`src/rtl/led_serial_rx_pkg.sv`:
```
// Shared LED definitions: state encoding used by the LED chain blocks,
// the default frame width, and a counter-sizing helper.
package led_serial_rx_pkg;

   // Default number of bits in one LED frame.
   localparam int LED_WIDTH = 16;

   // Receiver state: IDLE while no bit of a frame has arrived, RECV while
   // bits 1..WIDTH-1 are still outstanding.
   typedef enum logic {
      ST_IDLE = 1'b0,
      ST_RECV = 1'b1
   } rx_state_e;

   // Minimum number of bits needed to hold max_val (at least 1).
   function automatic int cnt_width(input int max_val);
      return (max_val < 1) ? 1 : $clog2(max_val + 1);
   endfunction

endpackage

```
`src/rtl/led_serial_rx_if.sv`:
```
// Serial LED link plus received-word outputs.
//   serial_clk / serial_data : driver -> receiver, asynchronous to clk
//   led_word / word_valid    : last complete frame and its update pulse
//   frame_error              : pulse when a partial frame is abandoned
//   state                    : receiver FSM state, for observation
// Handshake: there is no back-pressure. word_valid is a one-cycle strobe
// qualifying led_word; the consumer must take the word in that cycle or
// read the held led_word later. frame_error is an independent strobe and is
// never high together with word_valid.
interface led_serial_rx_if
   import led_serial_rx_pkg::*;
#(
   parameter int WIDTH = LED_WIDTH
);
   logic             serial_clk;
   logic             serial_data;
   logic [WIDTH-1:0] led_word;
   logic             word_valid;
   logic             frame_error;
   rx_state_e        state;

   modport master (
      output serial_clk, serial_data,
      input  led_word, word_valid, frame_error, state
   );

   modport slave (
      input  serial_clk, serial_data,
      output led_word, word_valid, frame_error, state
   );
endinterface

```
`src/rtl/led_serial_rx_sync_2ff.sv`:
```
// sync_2ff: two-flop synchronizer for one asynchronous bit.
//   clk, rst : system clock, synchronous active-high reset
//   i_d      : asynchronous input
//   o_q      : synchronized output (2 clk cycles of delay)
// RST_VAL sets the value both flops take during reset.
module sync_2ff #(
   parameter bit RST_VAL = 1'b0
) (
   input  logic clk,
   input  logic rst,
   input  logic i_d,
   output logic o_q
);
   logic r_meta;
   logic r_sync;

   always_ff @(posedge clk) begin
      if (rst) begin
         r_meta <= RST_VAL;
         r_sync <= RST_VAL;
      end else begin
         r_meta <= i_d;
         r_sync <= r_meta;
      end
   end

   assign o_q = r_sync;
endmodule

```
`src/rtl/led_serial_rx.sv`:
```
// led_serial_rx: receives WIDTH-bit frames from an LED-chain serial link.
//   clk, rst : system clock, synchronous active-high reset
//   bus      : slave side of led_serial_rx_if (serial in, word/pulses out)
// Parameters: WIDTH bits per frame, TIMEOUT idle clk cycles before a partial
// frame is aborted, MSB_FIRST selects where the first received bit lands.
module led_serial_rx
   import led_serial_rx_pkg::*;
#(
   parameter int WIDTH     = LED_WIDTH,
   parameter int TIMEOUT   = 1024,
   parameter bit MSB_FIRST = 1'b1
) (
   input  logic         clk,
   input  logic         rst,
   led_serial_rx_if.slave bus
);
   localparam int              BCW      = cnt_width(WIDTH - 1);
   localparam int              ICW      = cnt_width(TIMEOUT - 1);
   localparam logic [BCW-1:0]  LAST_BIT = BCW'(WIDTH - 1);
   localparam logic [ICW-1:0]  IDLE_MAX = ICW'(TIMEOUT - 1);

   logic             w_sclk_sync;
   logic             w_sdata_sync;
   logic             r_sclk_prev;
   logic             w_edge;
   logic             w_timeout;
   logic [WIDTH-1:0] w_shift_nxt;
   logic [WIDTH-1:0] r_shift;
   logic [WIDTH-1:0] r_word;
   logic [BCW-1:0]   r_bit_cnt;
   logic [ICW-1:0]   r_idle_cnt;
   logic             r_word_valid;
   logic             r_frame_error;
   rx_state_e        r_state;
   rx_state_e        w_state_nxt;

   // Clock and data share the same synchronizer so they stay aligned.
   // Both reset high so a serial_clk held high over reset is not an edge.
   sync_2ff #(.RST_VAL(1'b1)) u_sync_clk (
      .clk (clk), .rst (rst), .i_d (bus.serial_clk), .o_q (w_sclk_sync)
   );
   sync_2ff #(.RST_VAL(1'b1)) u_sync_data (
      .clk (clk), .rst (rst), .i_d (bus.serial_data), .o_q (w_sdata_sync)
   );

   always_ff @(posedge clk) begin
      if (rst) r_sclk_prev <= 1'b1;
      else     r_sclk_prev <= w_sclk_sync;
   end

   assign w_edge = w_sclk_sync & ~r_sclk_prev;

   // A serial edge in the timeout cycle takes priority over the abort.
   assign w_timeout = (r_state == ST_RECV) && !w_edge && (r_idle_cnt == IDLE_MAX);

   generate
      if (MSB_FIRST) begin : g_msb_first
         assign w_shift_nxt = {r_shift[WIDTH-2:0], w_sdata_sync};
      end else begin : g_lsb_first
         assign w_shift_nxt = {w_sdata_sync, r_shift[WIDTH-1:1]};
      end
   endgenerate

   // FSM state register
   always_ff @(posedge clk) begin
      if (rst) r_state <= ST_IDLE;
      else     r_state <= w_state_nxt;
   end

   // FSM next state
   always_comb begin
      w_state_nxt = r_state;
      case (r_state)
         ST_IDLE: if (w_edge) w_state_nxt = ST_RECV;
         ST_RECV: begin
            if (w_edge && (r_bit_cnt == LAST_BIT)) w_state_nxt = ST_IDLE;
            else if (w_timeout)                   w_state_nxt = ST_IDLE;
         end
         default: w_state_nxt = ST_IDLE;
      endcase
   end

   // Shift register, counters and output strobes
   always_ff @(posedge clk) begin
      if (rst) begin
         r_shift       <= '0;
         r_word        <= '0;
         r_bit_cnt     <= '0;
         r_idle_cnt    <= '0;
         r_word_valid  <= 1'b0;
         r_frame_error <= 1'b0;
      end else begin
         r_word_valid  <= 1'b0;
         r_frame_error <= 1'b0;
         if (w_edge) begin
            r_shift    <= w_shift_nxt;
            r_idle_cnt <= '0;
            if (r_bit_cnt == LAST_BIT) begin
               // Final bit goes straight into the published word.
               r_bit_cnt    <= '0;
               r_word       <= w_shift_nxt;
               r_word_valid <= 1'b1;
            end else begin
               r_bit_cnt <= r_bit_cnt + 1'b1;
            end
         end else if (w_timeout) begin
            r_shift       <= '0;
            r_bit_cnt     <= '0;
            r_idle_cnt    <= '0;
            r_frame_error <= 1'b1;
         end else if (r_state == ST_RECV) begin
            r_idle_cnt <= r_idle_cnt + 1'b1;
         end else begin
            r_idle_cnt <= '0;
         end
      end
   end

   assign bus.led_word    = r_word;
   assign bus.word_valid  = r_word_valid;
   assign bus.frame_error = r_frame_error;
   assign bus.state       = r_state;
endmodule

```
`src/flat_wrapper.sv`:
```
// flat-port wrapper written by rule: the top's interface ports become plain ports
module led_serial_rx_flat import led_serial_rx_pkg::*;
#(
   parameter int WIDTH     = LED_WIDTH,
   parameter int TIMEOUT   = 1024,
   parameter bit MSB_FIRST = 1'b1
)
  (clk, rst, bus_serial_clk, bus_serial_data, bus_led_word, bus_word_valid, bus_frame_error, bus_state);
  led_serial_rx_if #(.WIDTH(WIDTH)) bus_i ();
  input  logic clk;
  input  logic rst;
  input wire logic [$bits(bus_i.serial_clk)-1:0] bus_serial_clk;
  input wire logic [$bits(bus_i.serial_data)-1:0] bus_serial_data;
  output wire logic [$bits(bus_i.led_word)-1:0] bus_led_word;
  output wire logic [$bits(bus_i.word_valid)-1:0] bus_word_valid;
  output wire logic [$bits(bus_i.frame_error)-1:0] bus_frame_error;
  output wire logic [$bits(bus_i.state)-1:0] bus_state;
  assign bus_i.serial_clk = bus_serial_clk;
  assign bus_i.serial_data = bus_serial_data;
  assign bus_led_word = bus_i.led_word;
  assign bus_word_valid = bus_i.word_valid;
  assign bus_frame_error = bus_i.frame_error;
  assign bus_state = bus_i.state;
  led_serial_rx #(.WIDTH(WIDTH), .TIMEOUT(TIMEOUT), .MSB_FIRST(MSB_FIRST)) u_core (.clk(clk), .rst(rst), .bus(bus_i));
endmodule
```
`config.mk`:
```
export PLATFORM = sky130hd
export DESIGN_NAME = led_serial_rx_flat
export DESIGN_NICKNAME = d
export VERILOG_FILES = /design/src/rtl/led_serial_rx_pkg.sv /design/src/rtl/led_serial_rx_if.sv /design/src/rtl/led_serial_rx_sync_2ff.sv /design/src/rtl/led_serial_rx.sv /design/src/flat_wrapper.sv
export SDC_FILE = /design/constraint.sdc
export NUM_CORES = 1
export LEC_CHECK = 0
export CORE_MARGIN = 2
export CORE_UTILIZATION = 55
export CTS_BUF_LIST = sky130_fd_sc_hd__clkbuf_8
export CTS_CLUSTER_SIZE = 12
export DETAILED_ROUTE_END_ITERATION = 7
export GPL_TIMING_DRIVEN = 0
export PLACE_DENSITY = 0.79
export SYNTH_ARGS = -nofsm -noshare
export SYNTH_HDL_FRONTEND = slang
export SYNTH_HIERARCHICAL = 1
export SYNTH_SLANG_ARGS = --single-unit
export TNS_END_PERCENT = 20
```
`constraint.sdc`:
```
create_clock -name clk -period 2.4 [get_ports clk]
set_input_delay 0.48 -clock clk [delete_from_list [all_inputs] [get_ports clk]]
set_output_delay 0.48 -clock clk [all_outputs]
set_load 0.02 [all_outputs]
```
==> impl_metrics.csv, run 1 <==
group,metric,value,unit
status,status,"completed",
grt,grtUsageMet3,5.616,%
power,leakagePower,0.0007866,uW
final_layout,fillers,263,
clock_network,cts_tree,"built",
critical_path,regToRegEndpoint,"u_core/r_shift[13]",
critical_path,cp_top_family,"simple AND/OR/NAND/NOR gates",
die,initial_utilization,56.76,%
clock_network,cts_setup_buffers,0,
die,pin_count,23,
final_layout,syn_to_final_growth,21.34,%
critical_path,crit_chain,"ha_1, nand4_1, or3_1, buf_2, o21a_1, buf_6, buf_6, a22o_1",
grt,overflow,0,
logic_synthesis,synth_fa_ha_area_share,1.342,%
die,rows,21,
grt,grt_most_used_layer,"met2",
logic_synthesis,synth-compound-area-share,16.64,%
critical_path,crit_fanout,10,
final_layout,drive_above_1_share,7.111,%
detailed_routing,drt-initial-drc-count,46,
logic_synthesis,syn_inst,195,
clock_network,clk_root_buffer_cell,"clkbuf_8",
final_layout,antenna_cells,0,
sta,slew_viol_final,0,
critical_path,rrSetupSlack,270,ps
critical_path,rr_worst_depth,8,
placed_design,dpl.hpwl,2445,um
logic_synthesis,ys_ff_latch,53,
grt,grt_pass1_vias,1415,
sta,clock_skew,9.172,ps
clock_network,cts.path.max_buffers,2,
clock_network,clkLatencyLatePin,310,ps
detailed_routing,wirelength,3454,um
critical_path,slowest_delay,400,ps
detailed_routing,post_drt_wl_per_cell,12.75,um
critical_path,crit_type,"reg -> reg",
die,die_h,62.22,um
grt,antenna_found_initial,0,
grt,grt.total_usage,20.44,%
critical_path,r2r_start,"u_core/r_idle_cnt[0]",
sta,setup_tns,0,ps
critical_path,crit_required,2600,ps
die,dieArea,3871,um^2
logic_synthesis,syn_area_per_cell,9.560,um^2
clock_network,holdBufCountCts,0,
sta,fmax,469.8,MHz
logic_synthesis,yosysWarnings,6,
detailed_routing,dr.pass1.iters,5,
logic_synthesis,synthesis.nets,201,
final_layout,fin_cells,271,
critical_path,cp_common_cell,"buf_6",
worst_hold_path,hold_end,"u_core/u_sync_clk/o_q",
detailed_routing,via_per_inst,5.166,
clock_network,ctsResizeCount,0,
logic_synthesis,ys_seq_area_share,56.91,%
detailed_routing,num_vias,1400,
critical_path,critPathBufInv,3,
sta,fin_hold_ws,412.8,ps
worst_hold_path,hold_path.class,"reg -> reg",
critical_path,crit_path_end_kind,"flip-flop",
power,cellPowerDensity,679.1,nW/um^2
placed_design,dp.cells,263,
worst_hold_path,whs_path_depth,1,
grt,grt_use_met1,22.95,%
critical_path,cp-start-kind,"flip-flop",
critical_path,cp_slowest_cell,"dfxtp_1",
power,max-vdd-ir-drop,0.4618,mV
logic_synthesis,synth_xor_area_share,2.819,%
sta,maxSlewHeadroom,57.53,%
final_layout,fin_util,68.88,%
detailed_routing,drtAntennaViolNets,0,
run,drv_cap,0,
clock_network,clock-sinks,53,
logic_synthesis,synth_top_family_by_area,"simple AND/OR/NAND/NOR gates",
placed_design,portBuffers,22,
clock_network,cts-buffers-inserted,5,
die,core,3284,um^2
final_layout,fin_nets,230,
logic_synthesis,synth_simple_gate_area_share,18.99,%
grt,grt_use_met2,36.14,%
logic_synthesis,syn_area,1864,um^2
sta,hold_viol_final,0,
grt,grt_pass1_wl,6223,um
sta,finalSetupViolCount,0,
clock_network,htreeDepth,2,
logic_synthesis,ys_types,29,
sta,rsz0062_at_grt,"no",
sta,post-route-period-util,88.69,%
placed_design,gp_congestion,0.7685,
die,die_x,62.22,um
worst_hold_path,min_from,"u_core/u_sync_clk/r_meta",
sta,min_period,2129,ps
clock_network,clk_pin_slew_worst_paths,90,ps
sta,worst_slew_pin_slew,634.2,ps
detailed_routing,drc,0,
critical_path,arrival,2330,ps
logic_synthesis,synth_mux_area_share,0,%
grt,grt_max_degree,17,
Yosys cell counts (all sizes together):
library cell,n,area share (%)
or3,2,0.67
o21a,1,0.40
nor3,1,0.27
xnor2,4,1.9
dfxtp,53,57
or2,6,2.0
or4,1,0.40
o21ai,1,0.27
nor2,15,3.0
o311ai,1,0.47
clkbuf,5,1.0
a211o,1,0.47
nor2b,1,0.34
nand3,6,1.6
nand4,4,1.7
a22o,16,7.5
a211oi,1,0.40
xor2,2,0.94
o31ai,1,0.40
nor3b,2,1.3
buf,3,1.5
nand2,38,7.7
ha,2,1.3
inv,4,0.81
a21o,2,0.81
a21oi,22,5.9
cells by family after synthesis:
family,count (synthesis)
fa+ha+maj,2
buf+inv,12
simple gates,76
compound gates,46
xor+xnor,6
flops,53
area by class of cell:
| type | instances | area, um^2 | share of cell area, % |
|---|---|---|---|
| inverter | 4 | 15.01 | 0.6637 |
| timing repair buffer | 22 | 220.2 | 9.735 |
| buffer | 8 | 46.29 | 2.046 |
| clock inverter | 2 | 37.54 | 1.659 |
| tap | 46 | 57.56 | 2.544 |
| multi-input combinational | 130 | 742.0 | 32.80 |
| sequential | 53 | 1061 | 46.90 |
| clock buffer | 6 | 82.58 | 3.650 |
registers in the layout, indices dropped and copies added (netlist names):
signal                     flops
u_core/bus.frame_error         1
u_core/bus.led_word           16
u_core/bus.state               1
u_core/bus.word_valid          1
u_core/r_bit_cnt               4
u_core/r_idle_cnt             10
u_core/r_sclk_prev             1
u_core/r_shift                15
u_core/u_sync_clk/o_q          1
u_core/u_sync_clk/r_meta       1
u_core/u_sync_data/o_q         1
u_core/u_sync_data/r_meta      1
cells in the final DEF, fill, tap and decap left out, drive strengths merged, types with 3 or more instances in the layout:
master         instances
nand4                  4
a22o                  16
inv                    4
nor2                  15
clkdlybuf4s50         22
nand2                 38
clkbuf                11
or2                    6
xnor2                  4
dfxtp                 53
nand3                  6
buf                    3
a21oi                 22
per-layer routing:
layer,part of all wire (%),up-vias
met5,0,-
met4,1.9,0
met3,4.5,4
met2,50,33
met1,43,639
li1,-,724
how the worst max path moves through the flow:
| stage | start | to | slack [ps] | cells after the start |
|---|---|---|---|---|
| floorplan | u_core/r_idle_cnt[0] | u_core/r_shift[10] | 490 | 8 |
| global placement | rst | u_core/r_shift[8] | 170 | 4 |
| detailed placement | rst | u_core/r_shift[4] | 80 | 4 |
| CTS | u_core/r_idle_cnt[0] | u_core/r_shift[8] | 280 | 8 |
| global route | u_core/r_idle_cnt[0] | u_core/r_shift[11] | 160 | 8 |
| finish | u_core/r_idle_cnt[0] | u_core/r_shift[13] | 270 | 8 |
stage by stage:
| step | worst slack [ps] | instance area, um^2 | power [uW] |
|---|---|---|---|
| after global placement | 165.3 | 2142 | 942.9 |
| after global routing | 162.0 | 2262 | 1605 |
| after detailed placement | 84.01 | 2142 | 944.4 |
| after floorplan | 491.0 | 1864 | 930.7 |
| after CTS | 280.5 | 2262 | 1552 |
| final | 271.5 | 2262 | 1536 |
power breakdown:
part,internal [uW],switching [uW],total (uW)
combinational,15.2,20.3,35.5
clock,339,273,612
sequential,884,4.26,889
(Power assumes the default switching activity.)
==> inputs of run 2 (changes only) <==
CORE_MARGIN = 8   (was 2)
SETUP_SLACK_MARGIN = 0.3   (was default)
==> run 2 against run 1 <==
Effect of this change:
- clock skew up 1.4 ps
- die area increased by 42%
- utilization is 0.72 points higher
- sequential share of layout area decreased by 0.43 points
- register-to-register slack improved by 150 ps
- setup slack improved by 150 ps
- combinational power is 4% higher
- global-route usage shrank 6.5 points
- maximum frequency up 7.8%
==> impl_metrics.csv, run 2 (same netlist as run 1, synthesis figures left out) <==
group,metric,value,unit
detailed_routing,drtAntennaViolNets,0,
sta,finalSetupViolCount,0,
sta,setup_tns,0,ps
critical_path,arrival,2160,ps
sta,post-route-period-util,82.23,%
final_layout,syn_to_final_growth,22.62,%
power,leakagePower,0.0007919,uW
critical_path,crit_chain,"ha_2, nand4_1, or3_1, buf_2, o21a_1, buf_6, buf_6, a22o_1",
clock_network,clkLatencyLatePin,300,ps
critical_path,critPathBufInv,3,
grt,grt_use_met1,14.95,%
detailed_routing,via_per_inst,5.426,
sta,maxSlewHeadroom,67.42,%
die,dieArea,5509,um^2
power,max-vdd-ir-drop,0.3729,mV
detailed_routing,num_vias,1476,
grt,antenna_found_initial,0,
critical_path,slowest_delay,380,ps
sta,fin_hold_ws,421.8,ps
final_layout,drive_above_1_share,8.407,%
status,status,"completed",
worst_hold_path,hold_path.class,"reg -> reg",
detailed_routing,post_drt_wl_per_cell,13.19,um
placed_design,gp_congestion,0.7760,
placed_design,portBuffers,22,
clock_network,htreeDepth,2,
final_layout,final_common_cell,"dfxtp_1",
grt,grt_pass1_wl,6016,um
final_layout,antenna_cells,0,
clock_network,clk_root_buffer_cell,"clkbuf_8",
critical_path,crit_required,2590,ps
clock_network,clock-sinks,53,
clock_network,holdBufCountCts,0,
final_layout,final_cell_mix,"dfxtp_1 (52), nand2_1 (38), clkdlybuf4s50_1 (22), a21oi_1 (22), a22o_1 (16)",
grt,grt.total_usage,13.89,%
die,core,3284,um^2
grt,grtUsageMet3,4.852,%
clock_network,cts.path.max_buffers,2,
clock_network,cts-buffers-inserted,5,
power,cellPowerDensity,672.6,nW/um^2
placed_design,dpl.hpwl,2562,um
grt,grt_use_met2,24.71,%
grt,overflow,0,
die,die_h,74.22,um
critical_path,cp_top_family,"simple AND/OR/NAND/NOR gates",
die,pin_count,23,
sta,worst_slew_pin_slew,488.7,ps
detailed_routing,drc,0,
final_layout,fin_area,2286,um^2
grt,grt_pass1_vias,1404,
sta,hold_viol_final,0,
sta,slew_viol_final,0,
critical_path,crit_type,"reg -> reg",
critical_path,crit_fanout,10,
sta,rsz0062_at_grt,"yes",
final_layout,fin_nets,231,
critical_path,cp_slowest_cell,"dfxtp_1",
grt,grt_most_used_layer,"met2",
detailed_routing,wirelength,3587,um
run,drv_cap,0,
die,initial_utilization,56.76,%
detailed_routing,dr.pass1.iters,4,
detailed_routing,drt-initial-drc-count,128,
die,rows,21,
placed_design,placed_area,2142,um^2
grt,grt_max_degree,17,
final_layout,largest_reg_flops,16,
final_layout,fillers,259,
critical_path,cp-start-kind,"flip-flop",
die,die_x,74.22,um
clock_network,clk_pin_slew_worst_paths,90,ps
critical_path,crit_path_end_kind,"flip-flop",
clock_network,cts_tree,"built",
critical_path,cp_common_cell,"buf_6",
sta,min_period,1974,ps
sta,fmax,506.7,MHz
sta,clock_skew,10.53,ps
-- run 2: cell count changes in the layout (fill, tap and decap cells not counted) --
cell / previous run / this run
ha_2: 0 / 1
ha_1: 2 / 1
nor3b_4: 0 / 2
nor3b_2: 2 / 0
dfxtp_2: 0 / 1
buf_4: 0 / 1
dfxtp_1: 53 / 52
-- run 2: final timing paths --
path	slack, ps	cells after the start	from	to
setup / recovery	430	8	u_core/r_idle_cnt[1]	u_core/r_shift[8]
hold / removal	420	1	u_core/u_sync_clk/r_meta	u_core/u_sync_clk/o_q
setup reg to reg	430	8	u_core/r_idle_cnt[1]	u_core/r_shift[8]
hold reg to reg	420	1	u_core/u_sync_clk/r_meta	u_core/u_sync_clk/o_q
-- run 2: final cells by class --
type | instances | area [um^2] | area share [%]
Clock inverter | 2 | 37.54 | 1.642
Buffer | 8 | 46.29 | 2.025
Timing Repair Buffer | 23 | 227.7 | 9.962
Tap cell | 46 | 57.56 | 2.518
Inverter | 4 | 15.01 | 0.6568
Clock buffer | 6 | 82.58 | 3.612
Multi-Input combinational cell | 130 | 757.0 | 33.11
Sequential cell | 53 | 1062 | 46.47
-- run 2: where the power goes --
part           switching (uW)  internal, uW  leakage [uW]  total, uW
combinational            21.1          15.8      0.000306       36.9
sequential               4.87           884      0.000429        889
clock                     272           339     0.0000574        611
-- run 2: stage by stage --
stage,instances,util [%],worst slack (ps),total power [uW]
global placement,263,65.22,169.7,942.8
detailed placement,263,65.22,62.04,944.8
finish,272,69.60,426.4,1538
CTS,271,68.88,301.1,1546
global route,272,69.60,251.0,1585
floorplan,195,-,491.0,930.7
-- run 2: repair_timing --
item	4_1_cts	5_1_grt
endpoints found under the setup margin	0	22
gates resized for setup	0	4
buffers inserted	0	1
-- run 2: per-layer routing --
layer | up-vias | wire [um]
li1 | 733 | -
met1 | 702 | 1501
met2 | 39 | 1851
met3 | 2 | 209
met4 | 0 | 25
met5 | - | 0
-- run 2: worst reg2reg max path: stages (launching register included) --
cell and delay, ps:
dfxtp_1 380, ha_2 230, nand4_1 120, or3_1 310, buf_2 150, o21a_1 180
buf_6 140, buf_6 140, a22o_1 230
